$ cat config.mk
export PLATFORM = sky130hd
export DESIGN_NAME = hazard_stall_controller
export DESIGN_NICKNAME = d
export VERILOG_FILES = /design/src/rtl/hazard_stall_controller.sv
export SDC_FILE = /design/constraint.sdc
export NUM_CORES = 1
export LEC_CHECK = 0
export BUFFER_PORTS_ARGS = -buffer_cell sky130_fd_sc_hd__buf_2
export CAP_MARGIN = 20
export CORE_ASPECT_RATIO = 0.7
export CORE_MARGIN = 2
export CORE_UTILIZATION = 40
export DETAILED_ROUTE_END_ITERATION = 8
export GPL_ROUTABILITY_DRIVEN = 1
export GPL_TIMING_DRIVEN = 0
export HOLD_SLACK_MARGIN = 0.03
export PLACE_DENSITY = 0.86
export REMOVE_ABC_BUFFERS = 1
export SETUP_SLACK_MARGIN = 0.5
export SLEW_MARGIN = 20
export SYNTH_ARGS = -nofsm -noshare
export SYNTH_HDL_FRONTEND = slang
export SYNTH_SLANG_ARGS = --single-unit
$ cat constraint.sdc
create_clock -name clk_i -period 1.65 [get_ports clk_i]
set_input_delay 0.165 -clock clk_i [delete_from_list [all_inputs] [get_ports clk_i]]
set_output_delay 0.165 -clock clk_i [all_outputs]
set_load 0.01 [all_outputs]
$ cat src/rtl/hazard_stall_controller.sv
// Pipeline hazard/stall sequencer: load-use bubbles, branch flushes, data-memory wait freeze and timeout.
// Outputs are combinational from state and inputs. Define HAZ_PERF_CNT_EN for the stall/flush counters.
module hazard_stall_controller #(
  parameter int unsigned MAX_WAIT = 16,
  parameter int unsigned WAIT_W   = 8
) (
  input  logic        clk_i,
  input  logic        rst_i,
  input  logic        start_i,
  input  logic [6:0]  ifid_op_i,
  input  logic [4:0]  ifid_rs1_i,
  input  logic [4:0]  ifid_rs2_i,
  input  logic [4:0]  idex_rd_i,
  input  logic        idex_memread_i,
  input  logic        branch_taken_i,
  input  logic        dmem_req_i,
  input  logic        dmem_ready_i,
  output logic        pc_write_o,
  output logic        ifid_write_o,
  output logic        ifid_flush_o,
  output logic        bubble_o,
  output logic        pipe_hold_o,
  output logic        err_o,
  output logic [1:0]  state_o,
  output logic [31:0] stall_cnt_o,
  output logic [31:0] flush_cnt_o
);

  typedef enum logic [1:0] {
    IDLE     = 2'b00,
    RUN      = 2'b01,
    MEM_WAIT = 2'b10,
    ERR      = 2'b11
  } state_t;

  state_t            state_q, state_d;
  logic [WAIT_W-1:0] wait_q, wait_d;

  logic rs2_used, lu, mem_stall, resolve, lu_act, br_act;

  assign rs2_used  = (ifid_op_i == 7'b0110011) || (ifid_op_i == 7'b0100011) ||
                     (ifid_op_i == 7'b1100011);
  assign lu        = idex_memread_i && (idex_rd_i != 5'd0) &&
                     ((idex_rd_i == ifid_rs1_i) || (rs2_used && (idex_rd_i == ifid_rs2_i)));
  assign mem_stall = dmem_req_i && !dmem_ready_i;

  // Cycles where the pipe is not frozen and the ID-stage hazards get to decide.
  assign resolve = ((state_q == RUN) && !mem_stall) || ((state_q == MEM_WAIT) && dmem_ready_i);
  assign lu_act  = resolve && lu;
  assign br_act  = resolve && !lu && branch_taken_i;

  always_ff @(posedge clk_i or negedge rst_i) begin
    if (!rst_i) begin
      state_q <= IDLE;
      wait_q  <= '0;
    end else begin
      state_q <= state_d;
      wait_q  <= wait_d;
    end
  end

  always_comb begin
    state_d = state_q;
    wait_d  = wait_q;
    case (state_q)
      IDLE: begin
        if (start_i) state_d = RUN;
      end
      RUN: begin
        if (mem_stall) begin
          state_d = MEM_WAIT;
          wait_d  = WAIT_W'(1);
        end
      end
      MEM_WAIT: begin
        if (dmem_ready_i) begin
          state_d = RUN;
          wait_d  = '0;
        end else if (wait_q == WAIT_W'(MAX_WAIT - 1)) begin
          state_d = ERR;
        end else begin
          wait_d = wait_q + WAIT_W'(1);
        end
      end
      default: state_d = ERR;
    endcase
  end

  always_comb begin
    pc_write_o   = 1'b0;
    ifid_write_o = 1'b0;
    ifid_flush_o = 1'b0;
    bubble_o     = 1'b0;
    pipe_hold_o  = 1'b0;
    case (state_q)
      IDLE: bubble_o = 1'b1;
      RUN, MEM_WAIT: begin
        if (!resolve) begin
          pipe_hold_o = 1'b1;
        end else if (lu_act) begin
          bubble_o = 1'b1;
        end else begin
          pc_write_o   = 1'b1;
          ifid_write_o = 1'b1;
          ifid_flush_o = br_act;
        end
      end
      default: begin
        pipe_hold_o = 1'b1;
        bubble_o    = 1'b1;
      end
    endcase
  end

  assign err_o   = (state_q == ERR);
  assign state_o = state_q;

`ifdef HAZ_PERF_CNT_EN
  logic [31:0] stall_cnt_q, flush_cnt_q;

  always_ff @(posedge clk_i or negedge rst_i) begin
    if (!rst_i) begin
      stall_cnt_q <= '0;
      flush_cnt_q <= '0;
    end else begin
      if (lu_act && (stall_cnt_q != 32'hFFFF_FFFF)) stall_cnt_q <= stall_cnt_q + 32'd1;
      if (br_act && (flush_cnt_q != 32'hFFFF_FFFF)) flush_cnt_q <= flush_cnt_q + 32'd1;
    end
  end

  assign stall_cnt_o = stall_cnt_q;
  assign flush_cnt_o = flush_cnt_q;
`else
  assign stall_cnt_o = 32'd0;
  assign flush_cnt_o = 32'd0;
`endif

endmodule

=== Word level (Yosys, flattened, before mapping) ===
Index checks and enable logic that the tools add are counted.

* $add $sub $neg: 1
* Mux-type cells: 20
* Equality and inequality tests: 13
* Reductions and logical operators: 22

{| class="wikitable"
|+ Operators by type and width
! cell !! number
|-
| 8-bit two-way mux || 3
|-
| 8-bit one-hot mux with 2 select lines || 1
|-
| 7-bit by 6-bit equality test with 1-bit output (second input constant) || 2
|-
| 5-bit equality test || 2
|-
| 1-bit two-way mux || 10
|-
| 1-bit logical AND || 9
|-
| 8-bit by 1-bit adder with 8-bit output (second input constant) || 1
|-
| 8-bit by 4-bit equality test with 1-bit output (second input constant) || 1
|-
| 2-bit two-way mux || 4
|-
| 7-bit equality test (second input constant) || 1
|-
| 2-bit one-hot mux with 3 select lines || 1
|-
| 3-bit AND reduction || 2
|-
| 5-bit nonzero test || 1
|-
| 2-bit equality test (second input constant) || 2
|-
| 1-bit logical OR || 4
|-
| 2-bit inequality test (second input constant) || 2
|-
| 1-bit zero test || 3
|-
| 3-bit by 2-bit inequality test with 1-bit output (second input constant) || 1
|-
| 3-bit inequality test (second input constant) || 1
|-
| 2-bit by 1-bit equality test with 1-bit output (second input constant) || 1
|-
| 2-bit zero test || 1
|-
| 1-bit one-hot mux with 2 select lines || 1
|-
| 2-bit nonzero test || 1
|-
| 2-bit OR reduction || 1
|}

* Word-level logic and storage cells: 58
* Output and inout port bits: 72
* Register bits: 10
* Input bits: 29

=== Depth between registers and ports, before layout ===
* Depth in word-level cells: 12
* Gate-level depth with buffers: 7
* Mapped depth without buffers: 7

=== Least setup slack after synthesis ===
No wires, ideal clock.

* Path kind: register to register
* Start: register state_q[1], in the netlist state_o[1]
* End: register wait_q[5]
* Slack: 0.095 ns
* Data arrival time: 1.445 ns
* Period minus slack after synthesis: 1.555 ns
* Cell stages (with the launch flop): 6
* Path buffers: 0
* Library setup time: 0.110 ns
* Data required time: 1.540 ns
* Cell sequence: dfrtp_1 > inv_1 > ha_1 > o21a_2 > nand2_1 > o41ai_1

* Word-level cells in the longest chain between the ends: 3
* Elaborated cells on any way between the ends: 7
* Classes of those cells: eq/ne: 4; mux: 1; reduce/logical: 2

{| class="wikitable"
|+ RTL lines
! what !! RTL line !! text
|-
| start, declared || 36 || <nowiki>state_t state_q, state_d;</nowiki>
|-
| start signal, assigned || 57 || <nowiki>state_q <= state_d;</nowiki>
|-
| 2-bit equality test / 2-bit by 1-bit equality test with 1-bit output (equally long branches) || 65 || <nowiki>case (state_q)</nowiki>
|-
| 3-bit inequality test (no line) (tied with other cells) || - ||
|-
| 3-bit AND reduction (no line) || - ||
|-
| end signal, assigned || 58 || <nowiki>wait_q <= wait_d;</nowiki>
|-
| end, declared || 37 || <nowiki>logic [WAIT_W-1:0] wait_q, wait_d;</nowiki>
|}

Several ways; a longest one is shown, not always the timed one.
A chain may end at the register's enable or synchronous reset.

=== Worst setup path in the final report ===
* Start: input ifid_rs2_i[2]
* End: output bubble_o

* Word-level cells in the longest chain between the ends: 8

{| class="wikitable"
|+ RTL lines
! what !! RTL line !! text
|-
| start, declared || 12 || <nowiki>input logic [4:0] ifid_rs2_i,</nowiki>
|-
| 5-bit equality test || 44 || <nowiki>((idex_rd_i == ifid_rs1_i) || (rs2_used && (idex_rd_i == ifid_rs2_i)));</nowiki>
|-
| 1-bit logical AND || 44 ||
|-
| 1-bit logical OR || 44 ||
|-
| 1-bit logical AND || 43 || <nowiki>assign lu = idex_memread_i && (idex_rd_i != 5'd0) &&</nowiki>
|-
| 1-bit logical AND || 49 || <nowiki>assign lu_act = resolve && lu;</nowiki>
|-
| 1-bit two-way mux || 100 || <nowiki>end else if (lu_act) begin</nowiki>
|-
| 1-bit two-way mux || 98 || <nowiki>if (!resolve) begin</nowiki>
|-
| 1-bit two-way mux || 95 || <nowiki>case (state_q)</nowiki>
|-
| end, declared || 21 || <nowiki>output logic bubble_o,</nowiki>
|}

No other way between the ends.

==> results.md <==
* Fraction of layout cells with a size suffix above 1 at between 40% and 50%
* Synth Instances at around 160
* GRT Util Overall at between 10% and 20%
* Simple-Gate Fraction of Synth Area at between 15 and 20%
* Crit path DAT at between 1.5 and 2 ns
* HPWL Detailed at between 2000 and 2500 um
* Post-DRT Antenna Nets at 0
* Multi-input logic area at 1020 um^2
* CTS Buf Count at 3
* Most frequent cell after synthesis: buf_4
* Fmax at around 600 MHz
* Die area at approximately 3800 um^2
* Mux share of post-synthesis cell area at 0%
* Global-route wire length before repair at about 5000 um
* CORE AREA at roughly 3100 um^2
* Shortest period the worst path allows at 1.678 ns
* Remaining Overflow, GRT at 0
* Largest family of logic cells by synthesized area: buffers and inverters
* Final TNS setup at -0.02812 ns
* Wirelength per Cell at about 15 um
* Finish-stage setup viols at 1
* Ant diodes at 0
* Hold path endpoint: wait_q[0]
* Die width at between 70 and 80 um
* Post-route met1 wirelength at about 1500 um
* Die Y-Extent at between 50 and 60 um
* Worst R2R Setup Slack at approximately 0.020 ns
* Routed wire length at 3831 um
* Synth Warn # at 0
* Final Hold Viols at 0
* Library cells used by synthesis at 34
* Met2 wire len at about 1900 um
* Power Dens Cells at 1417 nW/um^2
* Clk_lat worst skew at roughly 0.24 ns
* Largest cells by area after synthesis: buf_4 37%, dfrtp_1 19%, xor2_1 5.3%
* Fill cells at about 250
* Place WS at -0.1631 ns
* # Max-Cap Violations at 0
* Worst Reg-to-Reg Cells at 7
* Via count at between 1,000 and 1,500
* Worst Hold Class: input port to register
* Iteration-0 DRC Markers at 35
* Compound-gate portion of the synthesized area at 14.85%
* Nets at between 200 and 300
* Number of synthesized flops with an enable pin at 0
* H-tree Lvls at 1
* Synth top area share at a little under two fifths
* Status: complete, but fails checks
* Slowest CP cell: a2111oi_4
* Initial Util at between 40% and 50%
* Worst Hold Launch: dmem_ready_i
* Critical R2R Capture: wait_q[0]
* Num ports at approximately 100
* Synth async-reset ratio at 100.0%
* Worst ir drop on vdd at about 0.00069 V
* Period utilisation layout at 101.7%
* Worst Setup Slack, final at -0.02812 ns
* # rows at 17
* Critical Path RT at around 1.5 ns
* Top Metal Used: met5
* Yosys top cell by area: buf_4
* Detail Route met3 WL at 379 um
* Post-Synth XOR/XNOR Area at 6.623%
* Ys flop type: dfrtp_1
* Area delta synth->final at 35.86%
* Vias in the first global route at 1,048
* Endpoint type of the worst setup path: output port
* Register area at roughly 260 um^2
* Failing checks: setup timing
* TritonCTS clock tree: done
* I/O Buffers at 36
* Cell breakdown of the critical path: buf_6, xor2_2, a2111oi_4, nand4_1, a21oi_2, a21bo_1, buf_2
* Maximum clock path buffer count at 2
* Hold path depth at 2
* Adder-Cell Fraction of Synth Area at under 10%
* Drt pass-1 iters at 4
* Setup CP Type: input port to output port
* Pleak at about 0.93 nW
* Clk slew on worst S/H paths at ~0.050 ns
* Synthesized cell area at about 1300 um^2
* DRC Markers at 0
* Crit-path max cell delay at around 0.35 ns
* Crit Path Max Fanout at 3
* RSZ-0062 raised after global routing: true
* Synthesized flop and latch total at 10
* Root Buffer: clkbuf_8
* Largest net degree at the start of global routing at 11
* Final Max Slew Viols at 0
* Worst clock skew at about 0.013 ns
* Initial antenna violation count at 1
* Avg Cell Area, Syn at 8.114 um^2
* Top cells by count, synth: 65 x buf_4, 13 x nand2_1, 10 x dfrtp_1
* Largest delay share family, worst path: compound AO/OA/AOI/OAI gates
* Clock Sinks at 10
* Buf+Inv Stages, Crit Path at 2
* Crit start category: input port
* Sequential cell area fraction in the yosys report at a little under a fifth
* Routability cong. at between 0.8 and 0.9
* FF-to-FF Start: state_o[1]
* Vias per cell at 4.627
==> repair_timing <==
item / 4_1_cts / 5_1_grt
hold endpoints to repair: 10 / 0
hold buffers: 1 / 0
pin swaps: 15 / 13
resized for setup: 39 / 18
buffers inserted: 20 / 4
setup endpoints to repair: 16 / 16
==> routing by layer <==
metal	vias to the layer above	GRT usage, %
met2	91	28.48
li1	547	-
met5	-	0
met3	16	4.070
met4	2	6.481
met1	561	22.59
==> area by class of cell <==
cell class	instances	share of cell area, %
clock buffers	3	2.298
inverters	4	0.9749
multi-input cells	147	56.76
flip-flops and latches	10	14.21
well taps	38	2.646
repair buffers	61	23.12
==> flip-flops by register name, indices dropped and copies added (netlist names) <==
signal / cells
wait_q: 8
state_o: 2
==> metrics by stage <==
stage | total power [mW] | utilization (%) | instance area [um^2] | hold slack (ns) | std cells
finish | 2.547 | 57.07 | 1797 | 0.2424 | 263
CTS | 2.214 | 53.46 | 1683 | 0.2387 | 259
floorplan | 1.059 | - | 1071 | -0.1306 | 161
global route | 2.696 | 57.07 | 1797 | 0.2657 | 263
detailed placement | 1.354 | 41.26 | 1299 | 0.03473 | 235
global placement | 1.332 | 41.26 | 1299 | 0.03317 | 235
==> how the worst max path moves through the flow <==
stage,startpoint,end,slack [ns],depth (start not counted)
3_3_place_gp,state_o[0],wait_q[5],-0.02,5
2_1_floorplan,state_o[1],wait_q[5],0.09,5
4_1_cts,state_o[1],ifid_flush_o,0.08,7
3_5_place_dp,state_o[0],wait_q[4],-0.16,5
6_report,ifid_rs2_i[2],bubble_o,-0.03,7
5_1_grt,ifid_rs2_i[2],bubble_o,-0.09,7
==> cells by family (layout without fill, tap and decap cells) <==
group / after synthesis / after routing
XOR/XNOR: 10 / 10
AND/OR/NAND/NOR: 40 / 40
flip-flops: 10 / 10
buffers and inverters: 69 / 68
adder cells (fa/ha/maj): 5 / 5
other: 1 / 64
AO/OA/AOI/OAI: 28 / 28
==> worst register-to-register path: stages, from the launching register on <==
cell and delay (ns):
dfrtp_1 0.41, inv_2 0.13, ha_4 0.17, inv_1 0.08, o21ai_2 0.34, nor3_1 0.11, a21oi_1 0.14, o221ai_1 0.13
==> where the power goes <==
group	switching (mW)	internal [mW]
Clock	0.0966	0.160
Sequential	0.0942	0.315
Combinational	0.983	0.898
Total	1.17	1.37
==> cell usage in the layout, fill, tap and decap left out, types with 3 or more instances in the layout <==
cell type  Yosys  layout
o21ai_2        0       4
buf_6          0      10
clkbuf_8       0       3
o21ai_0        4       3
xor2_1         8       7
dfrtp_2        0       4
dfrtp_1       10       6
nor2_1         4       4
buf_4         65      17
nand3_1        5       4
a21oi_2        1       5
ha_4           0       5
o21ai_1        6       3
nand2_4        0       3
buf_2          0      33
nand2_1       13       9
nor3_1         5       5
conb_1         1      64
(Power assumes the default switching activity.)
